===== src/rtl/life_step_sequencer.sv =====
// Conway's Life generation engine over a 128x32 toroidal grid held in external block memory.
// Streams rows through a three-row window; the CPU port pre-empts the engine on any cycle it requests.
module life_step_sequencer (
  input  logic        clk,
  input  logic        rst,
  input  logic        start,
  output logic        busy,
  output logic        done,
  output logic [15:0] gen_count,
  input  logic        cpu_req,
  input  logic        cpu_we,
  input  logic [6:0]  cpu_addr,
  input  logic [31:0] cpu_wdata,
  output logic [31:0] cpu_rdata,
  output logic        cpu_ack,
  output logic        mem_we,
  output logic [6:0]  mem_addr,
  output logic [31:0] mem_wdata,
  input  logic [31:0] mem_rdata
);

  typedef enum logic [3:0] {
    IDLE, RD_LAST, CAP_LAST, RD_FIRST, CAP_FIRST, STEP_RD, STEP_CAP, STEP_WR, DONE
  } state_t;

  state_t      state;
  logic [31:0] prev, cur, next_row, row0_save;
  logic [6:0]  r;
  logic        last_row;
  logic        eng_wr;
  logic [6:0]  eng_addr;
  logic [31:0] new_row;

  assign last_row = (r == 7'd127);

  function automatic logic [31:0] life_row(input logic [31:0] a, input logic [31:0] b,
                                           input logic [31:0] c);
    logic [31:0] res;
    logic [31:0] a_l, a_r, b_l, b_r, c_l, c_r;
    logic [3:0]  n;
    // x_l bit i holds column i-1, x_r bit i holds column i+1 (columns wrap)
    a_l = {a[30:0], a[31]};
    a_r = {a[0], a[31:1]};
    b_l = {b[30:0], b[31]};
    b_r = {b[0], b[31:1]};
    c_l = {c[30:0], c[31]};
    c_r = {c[0], c[31:1]};
    res = '0;
    for (int i = 0; i < 32; i++) begin
      n = 4'(a_l[i]) + 4'(a[i]) + 4'(a_r[i]) + 4'(b_l[i]) + 4'(b_r[i])
        + 4'(c_l[i]) + 4'(c[i]) + 4'(c_r[i]);
      res[i] = (n == 4'd3) || (b[i] && (n == 4'd2));
    end
    return res;
  endfunction

  assign new_row = life_row(prev, cur, next_row);

  always_comb begin
    eng_wr   = 1'b0;
    eng_addr = '0;
    case (state)
      RD_LAST:  eng_addr = 7'd127;
      RD_FIRST: eng_addr = 7'd0;
      STEP_RD:  if (!last_row) eng_addr = r + 7'd1;
      STEP_WR: begin
        eng_wr   = 1'b1;
        eng_addr = r;
      end
      default: ;
    endcase
  end

  // CPU owns the memory port whenever it asks; the engine only writes when not being reset.
  assign mem_addr  = cpu_req ? cpu_addr  : eng_addr;
  assign mem_we    = cpu_req ? cpu_we    : (eng_wr & ~rst);
  assign mem_wdata = cpu_req ? cpu_wdata : new_row;
  assign cpu_rdata = mem_rdata;

  always_ff @(posedge clk) begin
    if (rst) begin
      state     <= IDLE;
      busy      <= 1'b0;
      done      <= 1'b0;
      cpu_ack   <= 1'b0;
      gen_count <= '0;
      prev      <= '0;
      cur       <= '0;
      next_row  <= '0;
      row0_save <= '0;
      r         <= '0;
    end else begin
      cpu_ack <= cpu_req;
      done    <= 1'b0;
      case (state)
        IDLE: if (start) begin
          state <= RD_LAST;
          busy  <= 1'b1;
        end
        RD_LAST:  if (!cpu_req) state <= CAP_LAST;
        CAP_LAST: begin
          prev  <= mem_rdata;
          state <= RD_FIRST;
        end
        RD_FIRST: if (!cpu_req) state <= CAP_FIRST;
        CAP_FIRST: begin
          cur       <= mem_rdata;
          row0_save <= mem_rdata;
          r         <= '0;
          state     <= STEP_RD;
        end
        STEP_RD: if (last_row || !cpu_req) state <= STEP_CAP;
        STEP_CAP: begin
          // row 0 was overwritten long ago, so the wrap neighbour comes from the saved copy
          next_row <= last_row ? row0_save : mem_rdata;
          state    <= STEP_WR;
        end
        STEP_WR: if (!cpu_req) begin
          prev <= cur;
          cur  <= next_row;
          if (last_row) begin
            state <= DONE;
            done  <= 1'b1;
          end else begin
            r     <= r + 7'd1;
            state <= STEP_RD;
          end
        end
        DONE: begin
          gen_count <= gen_count + 16'd1;
          busy      <= 1'b0;
          state     <= IDLE;
        end
        default: state <= IDLE;
      endcase
    end
  end

endmodule

===== config.mk =====
export PLATFORM = sky130hd
export DESIGN_NAME = life_step_sequencer
export DESIGN_NICKNAME = d
export VERILOG_FILES = /design/src/rtl/life_step_sequencer.sv
export SDC_FILE = /design/constraint.sdc
export NUM_CORES = 1
export LEC_CHECK = 0
export CAP_MARGIN = 20
export CORE_ASPECT_RATIO = 0.7
export CORE_UTILIZATION = 55
export DETAILED_ROUTE_END_ITERATION = 10
export GPL_ROUTABILITY_DRIVEN = 0
export PLACE_DENSITY = 0.82
export SKIP_CTS_REPAIR_TIMING = 1
export SLEW_MARGIN = 15
export SYNTH_ARGS = -nofsm -noshare
export SYNTH_HDL_FRONTEND = slang
export SYNTH_SLANG_ARGS = --single-unit
export TNS_END_PERCENT = 20

===== constraint.sdc =====
create_clock -name clk -period 10.5 [get_ports clk]
set_input_delay 2.1 -clock clk [delete_from_list [all_inputs] [get_ports clk]]
set_output_delay 2.1 -clock clk [all_outputs]
set_load 0.02 [all_outputs]

==> summary.md <==
| Metric | Value |
|---|---|
| Initial antenna violation count | 0 |
| RSZ-0062 raised after global routing | no |
| Slew @ Worst Pin | 878 ps |
| # DRC | 0 |
| Post-Route Skew | 11.5 ps |
| Clock share of power | 0.410 |
| Req. time, crit path | 8400 ps |
| Worst slew margin | 0.415 |
| Syn Inst Count | 1523 |
| Root buffer cell | clkbuf_16 |
| Worst hold path class | reg2reg |
| Port buffer count | 166 |
| Crit path launch type | primary input |
| First-pass GRT wire length | 51800 um |
| Vias | 10800 |
| Yosys top cell area share | 0.251 |
| All-Layer GR Usage | 0.272 |
| Core area | 0.0221 mm^2 |
| Commonest cells after routing, fill and taps aside | nand2_1, inv_1, clkdlybuf4s50_1 |
| Post-Layout Cell Count | 1924 |
| Synth area leaders | dfxtp_1, fa_1, ha_1, nand2_1, inv_1 |
| Fillers | 1788 |
| Asr flop ratio synth | 0 |
| Crit Path Max Fanout | 81 |
| Die area | 0.0235 mm^2 |
| Synth Flop Type | dfxtp_1 |
| Max Slew Vio Count | 0 |
| H-Tree Level Count | 4 |
| Worst path cell trace | buf_2 > buf_4 > nor3b_1 > nand2_1 > or3_1 > o221ai_1 > clkdlybuf4s50_1 |
| Pin count of the biggest net entering global routing | 82 |
| CTS tree | yes |
| Die width | 183 um |
| Nets | 1909 |
| Die height | 129 um |
| Final Util | 0.668 |
| Crit-path max cell delay | 650 ps |
| Ys Warns | 0 |
| Setup TNS Final | 0 ps |
| Clk slew on worst S/H paths | 60 ps |
| Sw frac | 0.288 |
| First-pass iteration count of the detailed router | 5 |
| Post-synth EDFFs | 0 |
| Pleak | 6.17 nW |
| WP data arrival | 4530 ps |
| Clock sinks | 158 |
| Slowest CP cell | clkdlybuf4s50_1 |
| Setup violators final | 0 |
| Combinational power share | 0.170 |
| Layout cells sized above 1 | 0.0340 |
| Initial drt markers | 923 |
| Max Cap Viol | 0 |
| Most common cell after layout, fill and taps aside | nand2_1 |
| Vias in the first global route | 10600 |
| Synthesized cell area | 0.0126 mm^2 |
| Int Power | 1.06 mW |
| Final antenna-violating net count | 0 |
| P_sw | 430 uW |
| Max VDD drop | 0.000112 V |
| Clock buffer depth | 2 |
| Worst skew pair latency | 430 ps |
| Row cnt | 45 |
| Seq/Total Area, Yosys | 0.251 |
| Dpl cells | 1893 |
| FMAX | 151 MHz |
| Outcome | finished clean |
| ANT cells | 0 |
| CTS Buf Count | 17 |
| Power Density | 101 mW/mm^2 |
| Layout area overhead | 17.2% |
| Sequential Power Share | 0.420 |
| Initial core utilization | 0.570 |
| Worst Setup End Kind | primary output |
| DRT Wirelength | 30500 um |
| Final Cycle Share | 0.631 |
| Avg WL per Cell | 15.9 um |
| Type of the worst setup path | in2out |
| DP HPWL | 22500 um |
| Via density | 5.62 |
| GRT Residual Overflow | 0 |
| Syn Nets | 1825 |
| Area leader, netlist | dfxtp_1 |
| Minimum clock period | 6630 ps |
| Number of synthesized register bits | 158 |
| Synth unique cells | 51 |
| Post-synthesis area per instance | 8.26 um^2 |
| Final hold violation count | 0 |
| Top-level I/O count | 167 |
==> layout make-up <==
cell class,instances,area [um^2],area share
multi-input cells,1027,8050,0.546
well taps,305,382,0.0259
repair buffers,176,1730,0.117
clock inverters,14,148,0.0100
flip-flops and latches,158,3160,0.215
clock buffers,17,425,0.0289
inverters,227,852,0.0578
==> flip-flops by register name (all words and copies together), names as in the netlist <==
| register | cells |
|---|---|
| cpu_ack | 1 |
| next_row | 32 |
| cur | 32 |
| state | 4 |
| done | 1 |
| r | 7 |
| prev | 32 |
| busy | 1 |
| gen_count | 16 |
| row0_save | 32 |
==> cell families (layout without fill, tap and decap cells) <==
group	count (synthesis)	in the layout	share of synthesized area
multiplexers	1	1	0.000796
flip-flops	158	158	0.251
AND/OR/NAND/NOR	484	484	0.162
XOR/XNOR	10	10	0.00696
buffers and inverters	338	434	0.112
AO/OA/AOI/OAI	306	306	0.166
adder cells (fa/ha/maj)	226	226	0.301
==> routing by layer <==
layer	vias to the layer above	wire, um	GRT usage
met4	0	246	0.0520
met2	363	14000	0.449
li1	5233	-	-
met5	-	0	0
met3	22	2000	0.0436
met1	5190	14200	0.382
==> cells in the mapped netlist (3+ instances only) <==
| cell | number |
|---|---|
| a31oi_1 | 5 |
| ha_1 | 98 |
| dfxtp_1 | 158 |
| clkbuf_1 | 70 |
| o21ai_0 | 72 |
| nor3_1 | 7 |
| fa_1 | 128 |
| a22o_1 | 32 |
| xnor2_1 | 5 |
| xor2_1 | 5 |
| and3_1 | 3 |
| or4_1 | 6 |
| buf_2 | 3 |
| buf_1 | 4 |
| a21oi_1 | 81 |
| nand3_1 | 50 |
| buf_4 | 32 |
| inv_1 | 227 |
| nand2_1 | 240 |
| a311oi_1 | 96 |
| nand3b_1 | 3 |
| nor2_1 | 144 |
| or3_1 | 6 |
| or2_2 | 4 |
| o31ai_1 | 8 |
==> final timing paths <==
check                              startpoint       endpoint  slack (ps)  cells past startpoint
worst max-delay path                  cpu_req    mem_addr[1]        3870                      7
worst min-delay path            row0_save[21]  row0_save[21]         450                      2
worst max register to register       state[2]        cur[31]        7750                      5
worst min register to register  row0_save[21]  row0_save[21]         450                      2
==> power groups by stage <==
| stage | sequential, mW | clock (mW) | combinational [mW] |
|---|---|---|---|
| after floorplan | 0.634 | 0 | 0.161 |
| after global placement | 0.639 | 0 | 0.242 |
| after detailed placement | 0.640 | 0 | 0.253 |
| after CTS | 0.626 | 0.619 | 0.255 |
| after global routing | 0.628 | 0.648 | 0.285 |
| final | 0.626 | 0.612 | 0.254 |
==> worst max-delay path: cells and delay by family <==
family / cells / cell delay (ps)
compound gates: 1 / 200
buf+inv: 3 / 1070
simple gates: 3 / 1070
==> metrics by stage <==
stage          power (mW)  worst slack, ps  cell area (um^2)  hold slack, ps
3_3_place_gp        0.881             4030             14200             441
2_1_floorplan       0.795             4900             12600             437
3_5_place_dp        0.893             3930             14200             447
6_report             1.49             3870             14700             453
5_1_grt              1.56             3660             14700             471
4_1_cts              1.50             3930             14700             457
Note: power is estimated with default switching activity, not from simulation.
